File: config.mk
export PLATFORM = sky130hd
export DESIGN_NAME = ballot_machine
export DESIGN_NICKNAME = d
export VERILOG_FILES = /design/src/rtl/ballot_machine.sv
export SDC_FILE = /design/constraint.sdc
export NUM_CORES = 1
export LEC_CHECK = 0
export BUFFER_PORTS_ARGS = -buffer_cell sky130_fd_sc_hd__buf_2
export CORE_MARGIN = 1.5
export CORE_UTILIZATION = 34
export DETAILED_ROUTE_END_ITERATION = 6
export SETUP_SLACK_MARGIN = 0.02
export SLEW_MARGIN = 10
export SYNTH_ARGS = -nofsm -noshare
export SYNTH_HDL_FRONTEND = slang
export SYNTH_SLANG_ARGS = --single-unit
File: constraint.sdc
create_clock -name clk -period 7.2 [get_ports clk]
set_input_delay 0.72 -clock clk [delete_from_list [all_inputs] [get_ports clk]]
set_output_delay 0.72 -clock clk [all_outputs]
set_load 0.01 [all_outputs]
File: src/rtl/ballot_machine.sv
// ---------------------------------------------------------------------------
// ballot_machine
//   Single-session electronic ballot box. A voter ID is checked against a
//   used-ID register. A verified voter then has TIMEOUT cycles to pick a
//   candidate, and the vote is committed into a saturating per-candidate
//   tally. close_poll freezes everything until reset.
//
//   Timing: every status/pulse output is registered. vote_done and
//   vote_error are high for the one cycle after the edge that decides them.
//   The tally update and vote_done become visible together.
//
// Ports
//   clk          : clock, rising edge
//   reset        : asynchronous reset, active low
//   id           : voter ID, sampled with check in IDLE
//   check        : request verification of id
//   vote_signal  : cast a vote for candidate while a session is open
//   candidate    : selected candidate index
//   close_poll   : permanently close the poll (until reset)
//   votes_flat   : tallies, candidate k at [k*CNT_W +: CNT_W]
//   id_valid     : a verified voter is in session
//   id_used      : the last verified ID had already voted
//   vote_done    : one-cycle pulse, vote committed
//   vote_error   : one-cycle pulse, rejected ID / bad candidate / timeout
//   poll_closed  : poll is closed
//   leader       : lowest candidate index holding the maximum tally
//   tie          : two or more candidates share the maximum tally
// ---------------------------------------------------------------------------
module ballot_machine #(
   parameter  int ID_W       = 4,
   parameter  int NUM_VOTERS = 16,
   parameter  int NUM_CAND   = 4,
   parameter  int CNT_W      = 8,
   parameter  int TIMEOUT    = 15,
   localparam int CSEL_W     = $clog2(NUM_CAND)
) (
   input  logic                      clk,
   input  logic                      reset,
   input  logic [ID_W-1:0]           id,
   input  logic                      check,
   input  logic                      vote_signal,
   input  logic [CSEL_W-1:0]         candidate,
   input  logic                      close_poll,
   output logic [NUM_CAND*CNT_W-1:0] votes_flat,
   output logic                      id_valid,
   output logic                      id_used,
   output logic                      vote_done,
   output logic                      vote_error,
   output logic                      poll_closed,
   output logic [CSEL_W-1:0]         leader,
   output logic                      tie
);

   localparam int TIM_W = $clog2(TIMEOUT + 1);

   typedef enum logic [2:0] {
      IDLE,
      VERIFY,
      WAIT_VOTE,
      COMMIT,
      CLOSED
   } state_t;

   state_t                r_state;
   logic [ID_W-1:0]       r_id;
   logic [CSEL_W-1:0]     r_cand;
   logic [TIM_W-1:0]      r_timer;
   logic [NUM_VOTERS-1:0] r_used;
   logic [CNT_W-1:0]      r_tally [NUM_CAND];

   logic r_id_valid;
   logic r_id_used;
   logic r_vote_done;
   logic r_vote_error;
   logic r_poll_closed;

   logic              w_id_in_range;
   logic              w_id_was_used;
   logic              w_cand_in_range;
   logic [CNT_W-1:0]  w_max;
   logic [CSEL_W-1:0] w_leader;
   logic              w_tie;

   // ------------------------------------------------------------------------
   // Decode helpers
   // ------------------------------------------------------------------------
   assign w_id_in_range   = (int'(r_id) < NUM_VOTERS);
   assign w_cand_in_range = (int'(candidate) < NUM_CAND);

   // Loop lookup keeps the used-bit read safe for out-of-range IDs.
   always_comb begin
      w_id_was_used = 1'b0;
      for (int v = 0; v < NUM_VOTERS; v++) begin
         if (int'(r_id) == v) begin
            w_id_was_used = r_used[v];
         end
      end
   end

   // ------------------------------------------------------------------------
   // Standings: strict '>' keeps the lowest index on equal counts.
   // ------------------------------------------------------------------------
   always_comb begin
      w_max    = r_tally[0];
      w_leader = '0;
      for (int k = 1; k < NUM_CAND; k++) begin
         if (r_tally[k] > w_max) begin
            w_max    = r_tally[k];
            w_leader = CSEL_W'(k);
         end
      end
      w_tie = 1'b0;
      for (int k = 0; k < NUM_CAND; k++) begin
         if ((k != int'(w_leader)) && (r_tally[k] == w_max)) begin
            w_tie = 1'b1;
         end
      end
   end

   // ------------------------------------------------------------------------
   // Control FSM with registered outputs
   // ------------------------------------------------------------------------
   always_ff @(posedge clk or negedge reset) begin
      if (!reset) begin
         r_state       <= IDLE;
         r_id          <= '0;
         r_cand        <= '0;
         r_timer       <= '0;
         r_used        <= '0;
         r_id_valid    <= 1'b0;
         r_id_used     <= 1'b0;
         r_vote_done   <= 1'b0;
         r_vote_error  <= 1'b0;
         r_poll_closed <= 1'b0;
         for (int k = 0; k < NUM_CAND; k++) begin
            r_tally[k] <= '0;
         end
      end else begin
         // Pulses default low; each branch below raises at most one of them.
         r_vote_done  <= 1'b0;
         r_vote_error <= 1'b0;

         case (r_state)
            IDLE: begin
               if (close_poll) begin
                  r_state       <= CLOSED;
                  r_poll_closed <= 1'b1;
               end else if (check) begin
                  r_id    <= id;
                  r_state <= VERIFY;
               end
            end

            VERIFY: begin
               if (close_poll) begin
                  r_state       <= CLOSED;
                  r_poll_closed <= 1'b1;
               end else if (!w_id_in_range) begin
                  r_id_used    <= 1'b0;
                  r_vote_error <= 1'b1;
                  r_state      <= IDLE;
               end else if (w_id_was_used) begin
                  r_id_used    <= 1'b1;
                  r_vote_error <= 1'b1;
                  r_state      <= IDLE;
               end else begin
                  r_id_valid <= 1'b1;
                  r_id_used  <= 1'b0;
                  r_timer    <= TIM_W'(TIMEOUT);
                  r_state    <= WAIT_VOTE;
               end
            end

            WAIT_VOTE: begin
               if (close_poll) begin
                  r_state       <= CLOSED;
                  r_poll_closed <= 1'b1;
                  r_id_valid    <= 1'b0;
                  r_timer       <= '0;
               end else if (vote_signal && w_cand_in_range) begin
                  r_cand  <= candidate;
                  r_timer <= '0;
                  r_state <= COMMIT;
               end else if (r_timer == TIM_W'(1)) begin
                  // Last allowed cycle passed without a valid vote; the ID
                  // stays unused so the voter may try again.
                  r_vote_error <= 1'b1;
                  r_id_valid   <= 1'b0;
                  r_timer      <= '0;
                  r_state      <= IDLE;
               end else begin
                  r_timer <= r_timer - TIM_W'(1);
                  if (vote_signal) begin
                     r_vote_error <= 1'b1;
                  end
               end
            end

            COMMIT: begin
               for (int k = 0; k < NUM_CAND; k++) begin
                  if ((int'(r_cand) == k) && (r_tally[k] != {CNT_W{1'b1}})) begin
                     r_tally[k] <= r_tally[k] + CNT_W'(1);
                  end
               end
               for (int v = 0; v < NUM_VOTERS; v++) begin
                  if (int'(r_id) == v) begin
                     r_used[v] <= 1'b1;
                  end
               end
               r_vote_done <= 1'b1;
               r_id_valid  <= 1'b0;
               if (close_poll) begin
                  r_state       <= CLOSED;
                  r_poll_closed <= 1'b1;
               end else begin
                  r_state <= IDLE;
               end
            end

            CLOSED: begin
               r_state <= CLOSED;
            end

            default: begin
               r_state <= IDLE;
            end
         endcase
      end
   end

   // ------------------------------------------------------------------------
   // Outputs
   // ------------------------------------------------------------------------
   always_comb begin
      votes_flat = '0;
      for (int k = 0; k < NUM_CAND; k++) begin
         votes_flat[k*CNT_W +: CNT_W] = r_tally[k];
      end
   end

   assign id_valid    = r_id_valid;
   assign id_used     = r_id_used;
   assign vote_done   = r_vote_done;
   assign vote_error  = r_vote_error;
   assign poll_closed = r_poll_closed;
   assign leader      = w_leader;
   assign tie         = w_tie;

endmodule

==> results of run 1 <==
[worst max-delay path, stage by stage (launching register included)]
cell	delay [ns]
dfrtp_1	0.44
inv_1	0.11
ha_1	0.32
o211a_1	0.23
a211oi_2	0.38
or2_4	0.26
o21ai_0	0.17
o21a_1	0.20
ha_1	0.19
a21o_1	0.20
a21oi_4	0.23
and4b_2	0.36
nor2_4	0.10
o31ai_2	0.35
ha_1	0.33
a21o_1	0.18
a21oi_1	0.14
o211ai_1	0.23
and2_4	0.27
o31ai_1	0.32
nor4b_2	0.33
o22a_1	0.19
nand4_1	0.10
nand4_1	0.11
buf_2	0.14
[Yosys cell counts, types with 10 or more instances]
cell type	instances	area share (%)
a21o_1	19	2.9
a21oi_1	22	2.2
and3_1	10	1.3
clkbuf_1	20	1.5
dfrtp_1	66	33
ha_1	30	7.6
inv_1	38	2.9
mux2_2	10	2.3
nand2_1	32	2.4
nand3_1	25	2.5
nand4_1	14	1.8
nor2_1	31	2.4
nor3_1	20	2.0
o21ai_0	11	1.1
xnor2_1	38	6.7
xor2_1	10	1.8
[routing by layer]
metal	up-vias	global-route usage, %
met5	-	0
met4	0	9.34
met3	33	4.53
met2	172	34.5
met1	2167	27.9
li1	2091	-
[layout by cell type (no fill, tap or decap), types with 18 or more instances in the layout]
cell type,n
nor3_1,18
inv_1,37
ha_1,30
a21o_1,19
nand3_1,25
nor2_1,28
dfrtp_1,64
nand2_1,31
buf_2,50
buf_4,24
a21oi_1,20
xnor2_1,38
[power by group through the flow]
stage | clock [W] | combinational [W] | sequential, W
3_5_place_dp | 0 | 0.0000685 | 0.000404
6_report | 0.000480 | 0.0000699 | 0.000398
5_1_grt | 0.000505 | 0.0000784 | 0.000400
4_1_cts | 0.000491 | 0.0000694 | 0.000398
2_1_floorplan | 0 | 0.0000548 | 0.000390
3_3_place_gp | 0 | 0.0000674 | 0.000404
[state kept, by name, summed over array words and instances, names as in the netlist, 2 cells and up]
| register | flops |
|---|---|
| r_timer | 4 |
| r_used | 16 |
| r_id | 4 |
| r_cand | 2 |
| votes_flat | 32 |
| r_state | 3 |
[path summary, 6_finish.rpt]
path	endpoint	slack (ns)
setup / recovery	tie	0.25
hold / removal	r_used[5]$_DFFE_PN0P_	0.45
setup reg to reg	votes_flat[15]$_DFFE_PN0P_	4.71
hold reg to reg	r_used[5]$_DFFE_PN0P_	0.45
max in group asynchronous	votes_flat[8]$_DFFE_PN0P_	6.02
min in group asynchronous	r_state[2]$_DFFE_PN0P_	0.54
[per-stage QoR]
| step | hold slack (ns) | cells | setup slack (ns) | util, % | cell area [µm²] |
|---|---|---|---|---|---|
| 2_1_floorplan | 0.419 | 538 | 0.941 | - | 4950 |
| 3_3_place_gp | 0.435 | 757 | 0.167 | 38.6 | 5420 |
| 3_5_place_dp | 0.437 | 757 | 0.0112 | 38.6 | 5420 |
| 4_1_cts | 0.450 | 773 | 0.0302 | 41.0 | 5760 |
| 5_1_grt | 0.474 | 779 | -0.0829 | 41.9 | 5890 |
| 6_report | 0.450 | 779 | 0.247 | 41.9 | 5890 |
[layout make-up]
cell class	count	area share (%)
multi-input cells	405	52.8
repair buffers	74	7.31
inverters	38	2.42
clock buffers	10	4.06
clock inverters	6	1.53
well taps	180	3.82
flip-flops and latches	66	28.1
[what timing repair did]
item                       CTS  global route
buffers inserted             0             5
hold endpoints to repair     0             0
pin swaps                    0             4
resized for setup            5            21
hold buffers                 0             0
cloned                       0             1
setup endpoints to repair    1             1
[cells by family after synthesis]
group                    Yosys count  share of synthesized area, %
XOR/XNOR                          48                          8.49
buffers and inverters             68                          5.99
AO/OA/AOI/OAI                    134                          21.2
multiplexers                      14                          3.34
adder cells (fa/ha/maj)           30                          7.58
AND/OR/NAND/NOR                  178                          20.0
flip-flops                        66                          33.4
==> qor.csv, run 1 <==
stage;metric;value;unit
synthesis;Post-Syn Instances;538;
pwr;Pint;0.000721;W
sta;Setup-failing EPs final;0;
pwr;Power Density;161;nW/µm²
layout;share of post-route cells with drive strength above 1;27.0;%
synthesis;ys flop type;dfrtp_1;
clock_tree;CTS root buf;clkbuf_16;
worst_setup_path;WS Path Type;reg2out;
clock_tree;Clock Path Buffers;2;
global_route;pin count of the biggest net entering global routing;67;
worst_setup_path;Worst setup EP type;primary output;
pwr;Total Power;0.000948;W
sta;Slew headroom;39.3;%
synthesis;synthesized cell area;4950;µm²
synthesis;synth warn;0;
routing;DR DRC count;6;
global_route;initial antenna violation count;0;
layout;number of diodes;0;
floorplanning;starting density of the core;35.3;%
synthesis;syn avg cell area;9.20;µm²
layout;Fillers;1393;
layout;Nets;635;
status;status;finished, violations left;
global_route;vias in the first global route;4408;
global_route;grt ovf;0;
clock_tree;Clock Latency Late Sink;0.34;ns
pwr;combinational share of power;7.4;%
worst_setup_path;worst-path maximum fanout;12;
routing;routed via count;4463;
placed_design;GP Congestion;0.970;
sta;minimum clock period;6.95;ns
routing;Initial DRC Count;290;
routing;Pre-antenna DRT Iters;7;
layout;register area;1650;µm²
worst_setup_path;worst r2r path cells;8;
sta;Peak Freq;144;MHz
clock_tree;TritonCTS clock tree;done;
routing;Routed WL;15600;µm
floorplanning;die area;15300;µm²
placed_design;port bufs;50;
sta;Layout Skew;0.00704;ns
pwr;sequential power share;42.0;%
global_route;GRT Total Usage;21.5;%
floorplanning;Die H;124;µm
pwr;VDD IR max;0.000123;V
worst_setup_path;Critical Path Source;votes_flat[5]$_DFFE_PN0P_;
worst_setup_path;R2R Path Start;r_state[2]$_DFFE_PN0P_;
pwr;leakage power;2.76;nW
sta;Fin. Hold Viols;0;
synthesis;syn_nets;579;
routing;DR WL met3;1040;µm
status;failing checks;DRC;
clock_tree;Inserted Clock Buffers;9;
worst_hold_path;cell count of the worst hold path;1;
layout;Area Growth Syn to Fin;19.0;%
worst_setup_path;CP Launch Type;register;
routing;met1 WL;6850;µm
worst_setup_path;Worst EP required;6.48;ns
clock_tree;Worst-path clk slew;0.06;ns
sta;Fin Setup TNS;0;ns
floorplanning;I/O pin count;51;
sta;Slew Viols, Final;0;
pwr;switching share of power;24.0;%
worst_setup_path;Crit path arrival time;6.23;ns
global_route;first-pass GRT wire length;24500;µm
sta;Final Cycle Share;96.6;%
pwr;Psw;0.000227;W
worst_hold_path;Hold Crit Start;r_used[5]$_DFFE_PN0P_;
floorplanning;row cnt;43;
synthesis;Seq/Total Area, Yosys;33.4;%
clock_tree;H-tree Lvls;3;
floorplanning;chip width;124;µm
routing;Top Layer Used;met4;
routing;drt wl/cell;20.1;µm
layout;footprint of the multi-input gates;3110;µm²
run;maxcap violations;0;
routing;Post-DRT Antenna Nets;0;
clock_tree;CTS sink count;66;
sta;Worst Tran Pin Value;0.908;ns
pwr;Clk network pwr share;50.6;%
synthesis;number of distinct library cells after synthesis;81;
synthesis;ys async rst share;100;%
floorplanning;Core Area;14000;µm²
placed_design;DP HPWL;11700;µm
synthesis;number of enable flip-flop cells after synthesis;0;
routing;vias per cell;5.73;
synthesis;FF+latch count, synth;66;
worst_hold_path;worst hold path class;reg2reg;
routing;met2 WL;7270;µm
Note: power is estimated with default switching activity, not from simulation.
==> run 2: changes to the inputs <==
--- a/config.mk
+++ b/config.mk
@@ -8,6 +8,7 @@
 export BUFFER_PORTS_ARGS = -buffer_cell sky130_fd_sc_hd__buf_2
 export CORE_MARGIN = 1.5
 export CORE_UTILIZATION = 34
+export CTS_BUF_LIST = sky130_fd_sc_hd__clkbuf_2
 export DETAILED_ROUTE_END_ITERATION = 6
 export SETUP_SLACK_MARGIN = 0.02
 export SLEW_MARGIN = 10
==> run 2 against run 1 <==
The run now ends clean. Power down 23%. Worst hold slack worse by 0.16 ns. Largest cell class unchanged. Cell count up 4.5%. Critical path depth up 3. Highest routed layer unchanged. Die area unchanged. Combinational power up 5.0%.
==> qor.csv, run 2 (synthesis gave the netlist of run 1 again) <==
stage;metric;value;unit;change
routing;drt wl/cell;20.2;µm;+0.73%
routing;vias per cell;5.74;;+0.22%
placed_design;dpl ws;0.0112;ns;unchanged
layout;share of post-route cells with drive strength above 1;35.3;%;+8.3 points
global_route;initial antenna violation count;0;;unchanged
layout;Fillers;1386;;-0.50%
routing;Initial DRC Count;400;;+38%
global_route;pin count of the biggest net entering global routing;67;;unchanged
pwr;leakage power;2.91;nW;+5.6%
clock_tree;Worst-path clk slew;0.22;ns;+0.16 ns
layout;most common cell after layout, fill and taps aside;dfrtp_1;;
run;maxcap violations;0;;unchanged
status;status;completed;;
clock_tree;TritonCTS clock tree;done;;
clock_tree;Post-CTS Hold Buffers;0;;unchanged
worst_setup_path;worst r2r path cells;8;;unchanged
clock_tree;CTS root buf;clkbuf_2;;
floorplanning;row cnt;43;;unchanged
routing;routed via count;4674;;+4.7%
sta;Slew headroom;38.8;%;-0.48 points
worst_setup_path;Crit path arrival time;6.31;ns;+0.08 ns
placed_design;DP HPWL;11700;µm;unchanged
worst_setup_path;Worst setup EP type;primary output;;
clock_tree;CTS sink count;66;;unchanged
global_route;grt ovf;0;;unchanged
sta;Fin. Hold Viols;0;;unchanged
global_route;GRT Total Usage;21.8;%;+0.35 points
worst_hold_path;worst hold path class;in2async;;
clock_tree;Clock Path Buffers;2;;unchanged
sta;Setup-failing EPs final;0;;unchanged
floorplanning;I/O pin count;51;;unchanged
sta;Final Cycle Share;97.7;%;+1.1 points
routing;DR DRC count;0;;-6
clock_tree;H-tree Lvls;3;;unchanged
floorplanning;chip width;124;µm;unchanged
placed_design;GP Congestion;0.970;;unchanged
sta;Final WS setup;0.166;ns;-0.0814 ns
sta;Layout Skew;0.0414;ns;+0.0344 ns
worst_setup_path;worst-path maximum fanout;8;;-4
routing;Routed WL;16500;µm;+5.3%
routing;Post-DRT Antenna Nets;0;;unchanged
clock_tree;Clock Latency Late Sink;0.55;ns;+0.21 ns
layout;Area Growth Syn to Fin;24.6;%;
layout;number of diodes;0;;unchanged
sta;Worst Tran Pin Value;0.916;ns;+0.00723 ns
worst_setup_path;Worst EP required;6.48;ns;about the same
worst_setup_path;CP Launch Type;register;;
layout;most frequent cells in the layout;59 x dfrtp_1, 56 x buf_4, 51 x buf_2, 38 x xnor2_1, 32 x inv_1;;
floorplanning;starting density of the core;35.3;%;unchanged
sta;Hold WS;0.287;ns;-0.163 ns
sta;Slew Viols, Final;0;;unchanged
layout;max reg flops;32;;unchanged
placed_design;port bufs;50;;unchanged
floorplanning;Core Area;14000;µm²;unchanged
sta;minimum clock period;7.03;ns;+0.0814 ns
floorplanning;die area;15300;µm²;unchanged
global_route;vias in the first global route;4483;;+1.7%
layout;Nets;670;;+5.5%
pwr;Power Density;119;nW/µm²;-26%
routing;Pre-antenna DRT Iters;5;;-2
clock_tree;Inserted Clock Buffers;9;;unchanged
worst_setup_path;WS Path Type;reg2out;;
global_route;first-pass GRT wire length;25000;µm;+2.0%
layout;final core occ;43.9;%;+2.0 points
floorplanning;Die H;124;µm;unchanged
pwr;VDD IR max;0.000107;V;-13%
sta;Peak Freq;142;MHz;-1.2%
-- run 2: path summary, 6_finish.rpt --
path                                      startpoint                         end  slack (ns)
max                        votes_flat[5]$_DFFE_PN0P_                         tie        0.17
min                                            reset      r_state[2]$_DFFE_PN0P_        0.29
max reg2reg                   r_state[2]$_DFFE_PN0P_  votes_flat[15]$_DFFE_PN0P_        4.66
min reg2reg                    r_used[5]$_DFFE_PN0P_       r_used[5]$_DFFE_PN0P_        0.48
max in group asynchronous                      reset   votes_flat[9]$_DFFE_PN0P_        6.27
min in group clk                               id[2]         r_id[2]$_DFFE_PN0P_        0.38
-- run 2: repair_timing --
action                     4_1_cts  5_1_grt
gates resized for setup         22       51
pin swaps                        3       29
buffers inserted                 9       30
cloned                           0        2
setup endpoints to repair        1        1
-- run 2: metal layers --
layer	GRT usage [%]	part of all wire, %	vias up	wire, µm
li1	-	-	2170	-
met1	28.1	44	2276	7220
met2	35.1	46	175	7530
met3	5.17	6.1	53	1010
met4	9.27	4.2	0	695
met5	0	0	-	0
-- run 2: worst max-delay path: stages (launching register included) --
cell and delay (ns):
dfrtp_2 0.45, inv_2 0.06, ha_1 0.31, o211a_1 0.27
a211oi_4 0.32, nor2_4 0.12, buf_4 0.17, a21oi_4 0.21
nor2_4 0.07, ha_1 0.34, nand3_1 0.21, nor3_2 0.26
a21oi_2 0.07, buf_4 0.17, buf_4 0.14, nand3_1 0.17
o31ai_4 0.12, ha_1 0.31, nand3_1 0.10, o211ai_1 0.43
nand2_2 0.26, buf_4 0.23, nor4_1 0.22, o32ai_1 0.13
nor3b_1 0.24, nand4_1 0.13, nand4_1 0.12, buf_2 0.14
-- run 2: where the power goes --
part	internal, W	switching, W
clock network	0.000114	0.000148
registers	0.000379	0.0000188
logic	0.0000309	0.0000425
total	0.000524	0.000210
-- run 2: area by class of cell --
class	count	area, µm²	share of cell area, %
clock inverter	7	93.8	1.52
sequential	66	1660	26.9
timing repair buffer	108	687	11.1
tap	180	225	3.65
inverter	38	148	2.39
multi-input combinational	406	3310	53.7
clock buffer	9	45.0	0.730
-- run 2: stage by stage --
stage | cell area, µm² | instances | TNS [ns] | total power, W
3_5_place_dp | 5420 | 757 | 0 | 0.000473
2_1_floorplan | 4950 | 538 | 0 | 0.000445
4_1_cts | 5710 | 782 | 0 | 0.000740
3_3_place_gp | 5420 | 757 | 0 | 0.000472
5_1_grt | 6170 | 814 | -0.127 | 0.000768
6_report | 6170 | 814 | 0 | 0.000734
